### src/rtl/multiply_seq_pkg.sv
// Shared types and defaults for the signed 4x4 multiply sequencer.
package multiply_seq_pkg;

  localparam int unsigned W_DEFAULT       = 4;
  localparam int unsigned TIMEOUT_DEFAULT = 15;

  typedef enum logic [2:0] {
    IDLE     = 3'd0,
    CLEAR    = 3'd1,
    REQ      = 3'd2,
    WAIT_CPL = 3'd3,
    MUL      = 3'd4,
    FIX      = 3'd5,
    ERR      = 3'd6
  } state_t;

endpackage

### src/rtl/mult_shift_add_core.sv
// Unsigned W x W shift-add multiplier. One partial product is added per cycle
// after load. last is high during the cycle that performs the final step.
module mult_shift_add_core
  import multiply_seq_pkg::*;
#(
  parameter int unsigned W = W_DEFAULT
) (
  input  logic           clk,
  input  logic           rst,
  input  logic           load,
  input  logic [W-1:0]   mag_a,
  input  logic [W-1:0]   mag_b,
  output logic [2*W-1:0] acc,
  output logic           last
);

  localparam int unsigned BW = (W > 1) ? $clog2(W) : 1;

  logic [2*W-1:0] a_sh;
  logic [W-1:0]   b_sh;
  logic [BW-1:0]  bit_cnt;
  logic           run;

  assign last = run && (bit_cnt == BW'(W - 1));

  // Load operands, then add the shifted multiplicand for each set multiplier bit.
  always_ff @(posedge clk or negedge rst) begin
    if (!rst) begin
      acc     <= '0;
      a_sh    <= '0;
      b_sh    <= '0;
      bit_cnt <= '0;
      run     <= 1'b0;
    end else if (load) begin
      acc     <= '0;
      a_sh    <= {{W{1'b0}}, mag_a};
      b_sh    <= mag_b;
      bit_cnt <= '0;
      run     <= 1'b1;
    end else if (run) begin
      if (b_sh[0]) acc <= acc + a_sh;
      a_sh    <= a_sh << 1;
      b_sh    <= b_sh >> 1;
      bit_cnt <= bit_cnt + BW'(1);
      if (last) run <= 1'b0;
    end
  end

endmodule

### src/rtl/multiply_sequencer.sv
// Signed W x W multiply sequencer: obtains operand magnitudes from the external
// two's-complement unit (clear, request, wait with timeout), runs the unsigned
// shift-add core, then restores the product sign.
module multiply_sequencer
  import multiply_seq_pkg::*;
#(
  parameter int unsigned W       = W_DEFAULT,
  parameter int unsigned TIMEOUT = TIMEOUT_DEFAULT,
  parameter int unsigned CNT_W   = 4
) (
  input  logic           clk,
  input  logic           rst,
  input  logic           start,
  input  logic [W-1:0]   first_nr,
  input  logic [W-1:0]   second_nr,
  output logic           busy,
  output logic           done,
  output logic           error,
  output logic [2*W-1:0] product,
  output logic           cpl_clr,
  output logic           cpl_sel,
  output logic [W-1:0]   cpl_a,
  output logic [W-1:0]   cpl_b,
  input  logic [W-1:0]   cpl_first,
  input  logic [W-1:0]   cpl_second,
  input  logic           cpl_finish
);

  state_t         state;
  logic           sign_a;
  logic           sign_b;
  logic           neg;
  logic [CNT_W-1:0] wait_cnt;

  logic           start_neg;
  logic           core_load;
  logic [W-1:0]   core_mag_a;
  logic [W-1:0]   core_mag_b;
  logic [2*W-1:0] core_acc;
  logic           core_last;

  assign start_neg = first_nr[W-1] | second_nr[W-1];

  // Magnitudes go to the core straight from the operands when both are
  // non-negative, otherwise from the complement unit as it reports finish.
  always_comb begin
    core_load  = 1'b0;
    core_mag_a = sign_a ? cpl_first  : cpl_a;
    core_mag_b = sign_b ? cpl_second : cpl_b;
    if (state == IDLE) begin
      core_mag_a = first_nr;
      core_mag_b = second_nr;
      core_load  = start && !start_neg;
    end else if (state == WAIT_CPL) begin
      core_load  = cpl_finish;
    end
  end

  mult_shift_add_core #(.W(W)) u_core (
    .clk   (clk),
    .rst   (rst),
    .load  (core_load),
    .mag_a (core_mag_a),
    .mag_b (core_mag_b),
    .acc   (core_acc),
    .last  (core_last)
  );

  // Sequencer FSM; all outputs are registered and pulses last one cycle.
  always_ff @(posedge clk or negedge rst) begin
    if (!rst) begin
      state    <= IDLE;
      sign_a   <= 1'b0;
      sign_b   <= 1'b0;
      neg      <= 1'b0;
      wait_cnt <= '0;
      busy     <= 1'b0;
      done     <= 1'b0;
      error    <= 1'b0;
      product  <= '0;
      cpl_clr  <= 1'b0;
      cpl_sel  <= 1'b0;
      cpl_a    <= '0;
      cpl_b    <= '0;
    end else begin
      done    <= 1'b0;
      cpl_clr <= 1'b0;
      cpl_sel <= 1'b0;
      case (state)
        IDLE: begin
          if (start) begin
            cpl_a  <= first_nr;
            cpl_b  <= second_nr;
            error  <= 1'b0;
            sign_a <= first_nr[W-1];
            sign_b <= second_nr[W-1];
            neg    <= first_nr[W-1] ^ second_nr[W-1];
            busy   <= 1'b1;
            if (start_neg) begin
              cpl_clr <= 1'b1;
              state   <= CLEAR;
            end else begin
              state   <= MUL;
            end
          end
        end
        CLEAR: begin
          cpl_sel <= 1'b1;
          state   <= REQ;
        end
        REQ: begin
          wait_cnt <= '0;
          state    <= WAIT_CPL;
        end
        WAIT_CPL: begin
          wait_cnt <= wait_cnt + CNT_W'(1);
          if (cpl_finish)                          state <= MUL;
          else if (wait_cnt == CNT_W'(TIMEOUT))    state <= ERR;
        end
        MUL: begin
          if (core_last) state <= FIX;
        end
        FIX: begin
          product <= neg ? (~core_acc + (2*W)'(1)) : core_acc;
          done    <= 1'b1;
          busy    <= 1'b0;
          state   <= IDLE;
        end
        ERR: begin
          product <= '0;
          error   <= 1'b1;
          done    <= 1'b1;
          busy    <= 1'b0;
          state   <= IDLE;
        end
        default: begin
          busy  <= 1'b0;
          state <= IDLE;
        end
      endcase
    end
  end

endmodule

### config.mk
export PLATFORM = sky130hd
export DESIGN_NAME = multiply_sequencer
export DESIGN_NICKNAME = d
export VERILOG_FILES = /design/src/rtl/multiply_seq_pkg.sv /design/src/rtl/mult_shift_add_core.sv /design/src/rtl/multiply_sequencer.sv
export SDC_FILE = /design/constraint.sdc
export NUM_CORES = 1
export LEC_CHECK = 0
export ABC_AREA = 1
export BUFFER_PORTS_ARGS = -buffer_cell sky130_fd_sc_hd__buf_4
export CAP_MARGIN = 25
export CORE_MARGIN = 1.5
export CORE_UTILIZATION = 51
export DETAILED_ROUTE_END_ITERATION = 10
export HOLD_SLACK_MARGIN = 0.1
export PLACE_DENSITY = 0.84
export SLEW_MARGIN = 15
export SYNTH_ARGS = -nofsm -noshare
export SYNTH_HDL_FRONTEND = slang
export SYNTH_HIERARCHICAL = 1
export SYNTH_SLANG_ARGS = --single-unit
### constraint.sdc
create_clock -name clk -period 2.5 [get_ports clk]
set_input_delay 0.375 -clock clk [delete_from_list [all_inputs] [get_ports clk]]
set_output_delay 0.375 -clock clk [all_outputs]
set_load 0.02 [all_outputs]
; Word level (Yosys, flattened, before mapping)
; Cells that the tools add are included.
[totals]
regBits = 54
wordCells = 89
[op_classes]
add_sub_neg = 4
eq_ne = 11
n_mux = 36
bitwise_logic = 4
reduce_logical = 16
[ops]
columns = cell, count
row1 = $mux W8, 6
row2 = $mux W4, 6
row3 = $pmux W8 S2, 1
row4 = $mux W3, 5
row5 = $pmux W3 S5, 1
row6 = $mux W1, 12
row7 = $reduce_bool A2 Y1, 5
row8 = $eq A3 B3 Y1 const B, 3
row9 = $add A8 B1 Y8 const B, 1
row10 = $add A8 B8 Y8, 1
row11 = $not A8 Y8, 1
row12 = $pmux W4 S2, 1
row13 = $reduce_and A2 Y1, 4
row14 = $eq A3 B2 Y1 const B, 2
row15 = $add A4 B1 Y4 const B, 1
row16 = $eq A4 B4 Y1 const B, 1
row17 = $mux W2, 2
row18 = $ne A2 B2 Y1 const B, 2
row19 = $pmux W1 S2, 2
row20 = $reduce_or A4 Y1, 1
row21 = $eq A3 B1 Y1 const B, 1
row22 = $logic_not A3 Y1, 1
row23 = $ne A3 B2 Y1 const B, 1
row24 = $reduce_and A3 Y1, 1
row25 = other kinds (8), 9

; Logic depth before layout (Yosys ltp)
[depth]
ltp_word = 6
depth_mapped = 13

; Cells and area by module
; The synthesis kept the hierarchy.
[modules_own_cells]
columns = mod, n_inst, cells_per_inst, area_each_um2, seq_area_each_um2
row1 = multiply_sequencer, 1, 206, 1590.3, 725.7
row2 = mult_shift_add_core, 1, 143, 1237.4, 575.6

; Worst setup path after synthesis
; No wires, ideal clock.
[synth_timing]
kind = reg2reg
from = register state[1]
to = register u_core.acc[1]
setup_ns = 0.121
t_arrival_ns = 1.652
setup_slack_ns = 0.727
stages_incl_launch_ff = 10
synth_period_minus_slack_ns = 1.773
path_cell_list = dfrtp_1 nor2_4 nand2_1 buf_2 o22ai_1 buf_4 inv_2 nand2_4 nor2_8 a22o_1
[synth_via]
elab_chain_len = 5
[synth_rtl]
columns = element, line_no
row1 = start: declaration, multiply_sequencer.sv:29  ; state_t state;
row2 = start signal: assignment, multiply_sequencer.sv:72  ; state <= IDLE;
row3 = start signal: assignment, multiply_sequencer.sv:101  ; state <= CLEAR;
row4 = start signal: assignment, multiply_sequencer.sv:103  ; state <= MUL;
row5 = $eq A3 B2 Y1, multiply_sequencer.sv:54  ; end else if (state == WAIT_CPL) begin
row6 = $mux W1, multiply_sequencer.sv:54
row7 = $mux W1 *, multiply_sequencer.sv:50  ; if (state == IDLE) begin
row8 = via core_load, multiply_sequencer.sv:36  ; logic core_load;
row9 = $reduce_bool A2 Y1 (no line), n/a
row10 = $reduce_and A2 Y1 (no line), n/a
row11 = end signal: assignment, mult_shift_add_core.sv:41  ; if (b_sh[0]) acc <= acc + a_sh;
row12 = end: declaration, mult_shift_add_core.sv:13  ; output logic [2*W-1:0] acc,
; The timed path passes the listed nets; every way through them passes the cells marked *.
; A chain may end at the register's enable or synchronous reset.

; Final worst setup path
[layout_timing]
from = register state[1]
to = register u_core.acc[3]
; Same word-level chain as after synthesis.

==> run_results.csv <==
group,metric,value,unit
status,outcome,"complete, no violations",
cells_and_area,n_antenna_cell,0,
clock_network,postCtsHoldBufs,0,
timing,hold_viol,0,
clock_network,worst_setup_hold_path_clk_slew,90,ps
detailed_routing,finalWirelength,5.48,mm
worst_setup_path,cp_slowest_stage_delay,530,ps
worst_setup_path,rr_endpoint,"u_core/acc[3]$_DFFE_PN0P_",
cells_and_area,fillCellCount,446,
cells_and_area,fin_util,0.623,
place,dp.final_hpwl,4.23,mm
clock_network,postCtsResizedCells,0,
yosys,fraction_of_registers_with_async_set_reset,1.00,
power,power.density_cell_area,1140,nW/um2
cells_and_area,post_layout_nonfiller_instances,459,
worst_setup_path,worstPathArrival,2200,ps
timing,report.final.slew_viol_count,0,
cells_and_area,area_growth,15.3,%
worst_setup_path,critPathRequiredTime,2690,ps
floorplanning,die_width,77.5,um
hold_path,min_path_type,"input pin to asynchronous set/reset pin",
clock_network,clock_insertion_delay_worst_skew,300,ps
place,placed_cells_incl_taps,451,
yosys,syn-instance-count,349,
power,power.static_leakage,1.75,nW
cells_and_area,area.sequential,1300,um2
worst_setup_path,timing.reg2reg.setup_slack,490,ps
clock_network,postCtsSetupBuffers,0,
job,max_cap_viol_count,0,
clock_network,cts_inserted_buffers,5,
grt,first_global_vias,2463,
detailed_routing,detail_route.iter0.violations,143,
worst_setup_path,worstSetupEndpointType,"register",
yosys,syn_nets,381,
clock_network,htree_levels,2,
worst_setup_path,critical-path-slowest-cell,"sky130_fd_sc_hd__dfrtp_1",
worst_setup_path,critical_path_peak_fanout,10,
worst_setup_path,worst_setup_path_start_kind,"register",
timing,worst_clk_skew,5.80,ps
place,gpl.final_weighted_congestion,0.846,
worst_setup_path,crit_top_cell,"sky130_fd_sc_hd__inv_2",
timing,worst_slew_pin_slew,629,ps
yosys,syn_avg_cell_area,8.10,um2
floorplanning,die_h,77.5,um
cells_and_area,post_route_cells_drive_above_1_share,0.175,
floorplanning,rows,26,
cells_and_area,multi_input_comb_area,1250,um2
timing,final.period_utilization,0.802,
worst_setup_path,worst-r2r-cell-count,11,
timing,grt_setup_unrepaired,"no",
detailed_routing,dr_total_vias,2425,
detailed_routing,avgViaCountPerCell,5.28,
worst_setup_path,worstPathCellList,"nand2_2 -> nor2_4 -> inv_1 -> o22ai_1 -> inv_2 -> nand2_4 -> nor2_8 -> inv_2 -> a21oi_2 -> o21ai_1 -> nand2_1",
floorplanning,core_area,5240,um2
yosys,synth_warnings,6,
clock_network,cts_num_sinks,52,
timing,hold_slack,84.1,ps
clock_network,tritoncts_clock_tree,"done",
cells_and_area,final_common_cell,"sky130_fd_sc_hd__nand2_1",
timing,setup_viol,0,
place,post-place-ws,531,ps
clock_network,number_of_buffers_on_the_longest_clock_path,2,
grt,antenna_found_initial,0,
yosys,postSynthRegisterBits,52,
detailed_routing,route.antenna.remaining_nets,0,
worst_setup_path,worst-setup-path-type,"register to register",
detailed_routing,drc,0,
grt,grt.overflow.total,0,
cells_and_area,final_net_count,420,
place,io_buffer_count,40,
yosys,synth_seq_area_share,0.460,
clock_network,library_cell_used_as_clock_root_buffer,"sky130_fd_sc_hd__clkbuf_8",
yosys,area_of_the_mapped_netlist,2830,um2
timing,fmax,498,MHz
timing,worst_slack,494,ps
floorplanning,floorplan.initialDensity,0.540,
grt,grt_usage,0.202,
timing,final.setup.tns,0,ps
power,vdd_ir_max,0.530,mV
detailed_routing,routed_wire_length_per_instance,11.9,um
yosys,synth-edff-count,0,
grt,maximum_number_of_pins_on_one_net_before_global_route_repair,53,
floorplanning,design.die.area,6000,um2
grt,grt_first_pass_wirelength,9.93,mm
timing,post-route-min-period,2010,ps
yosys,yosys.cell_types.count,29,
timing,slew-limit-headroom,0.581,
cells_and_area,most-common-layout-cells,"sky130_fd_sc_hd__nand2_1, sky130_fd_sc_hd__dfrtp_1, sky130_fd_sc_hd__inv_1",
yosys,synth_top_flop_cell,"sky130_fd_sc_hd__dfrtp_1",
floorplanning,pin_count,41,
detailed_routing,drt_pass1_iterations,4,
worst_setup_path,crit-reg2reg-launch,"state[1]$_DFFE_PN0P_",
[cell usage after synthesis (4+ instances only)]
cell type	instances	share of area
sky130_fd_sc_hd__buf_4	5	0.013
sky130_fd_sc_hd__inv_1	50	0.066
sky130_fd_sc_hd__inv_2	6	0.0080
sky130_fd_sc_hd__o22ai_1	5	0.011
sky130_fd_sc_hd__dfrtp_1	52	0.46
sky130_fd_sc_hd__a21oi_1	7	0.012
sky130_fd_sc_hd__o211ai_1	9	0.024
sky130_fd_sc_hd__buf_2	5	0.0088
sky130_fd_sc_hd__nand2_1	93	0.12
sky130_fd_sc_hd__xnor2_1	4	0.012
sky130_fd_sc_hd__o21ai_1	12	0.021
sky130_fd_sc_hd__ha_1	11	0.049
sky130_fd_sc_hd__o21ai_0	28	0.050
sky130_fd_sc_hd__nor2_1	15	0.020
sky130_fd_sc_hd__nand3_1	25	0.044
[critical path, delay by kind of cell, from the launching register on]
kind	cells	cell delay (ps)
compound gates	3	490
simple gates	5	570
flops	1	530
buf+inv	3	300
[flip-flops by register name, summed over array words and instances, names as in the netlist]
register        count
u_core/run          1
neg                 1
wait_cnt            4
u_core/bit_cnt      2
done                1
error               1
u_core/b_sh         4
u_core/acc          8
cpl_clr             1
busy                1
cpl_b               4
cpl_a               4
product             8
cpl_sel             1
u_core/a_sh         8
state               3
[layer usage]
metal / up-vias / wire length [um] / GRT usage
met5: - / 0 / 0
met2: 61 / 2750 / 0.364
met3: 9 / 243 / 0.0424
met4: 0 / 76 / 0.0727
li1: 1207 / - / -
met1: 1148 / 2410 / 0.236
[where the power goes]
group	switching, W	internal, W	total, W
logic	0.00106	0.000691	0.00175
registers	0.000320	0.00115	0.00147
clock network	0.000259	0.000221	0.000480
total	0.00164	0.00206	0.00370
[layout make-up]
cell class                      instances  area share
Clock inverter                          2     0.00307
Sequential cell                        52       0.399
Inverter                               56      0.0645
Multi-Input combinational cell        231       0.384
Tap cell                               70      0.0269
Timing Repair Buffer                   42      0.0967
Clock buffer                            6      0.0253
[cell families (layout without fill, tap and decap cells)]
logic type,Yosys count,count (layout),synth area share
buffers and inverters,66,106,0.0965
AND/OR/NAND/NOR,145,145,0.229
flip-flops,52,52,0.460
adder cells (fa/ha/maj),12,12,0.0558
AO/OA/AOI/OAI,68,68,0.140
XOR/XNOR,6,6,0.0186
[stage by stage]
stage               power (W)  cell area (um2)
floorplan             0.00274             2830
global placement      0.00315             3170
detailed placement    0.00323             3170
CTS                   0.00372             3260
global route          0.00403             3260
finish                0.00370             3260
[worst max-delay path by stage]
stage,endpoint,slack [ps],startpoint,cells past startpoint
after CTS,u_core/acc[3]$_DFFE_PN0P_,510,state[1]$_DFFE_PN0P_,11
after global routing,u_core/acc[3]$_DFFE_PN0P_,380,state[1]$_DFFE_PN0P_,11
after floorplan,u_core/acc[1]$_DFFE_PN0P_,730,state[1]$_DFFE_PN0P_,9
after detailed placement,u_core/acc[3]$_DFFE_PN0P_,530,state[1]$_DFFE_PN0P_,11
after global placement,u_core/acc[1]$_DFFE_PN0P_,590,second_nr[3],9
final,u_core/acc[3]$_DFFE_PN0P_,490,state[1]$_DFFE_PN0P_,11
Power figures use the tool's default switching activity.
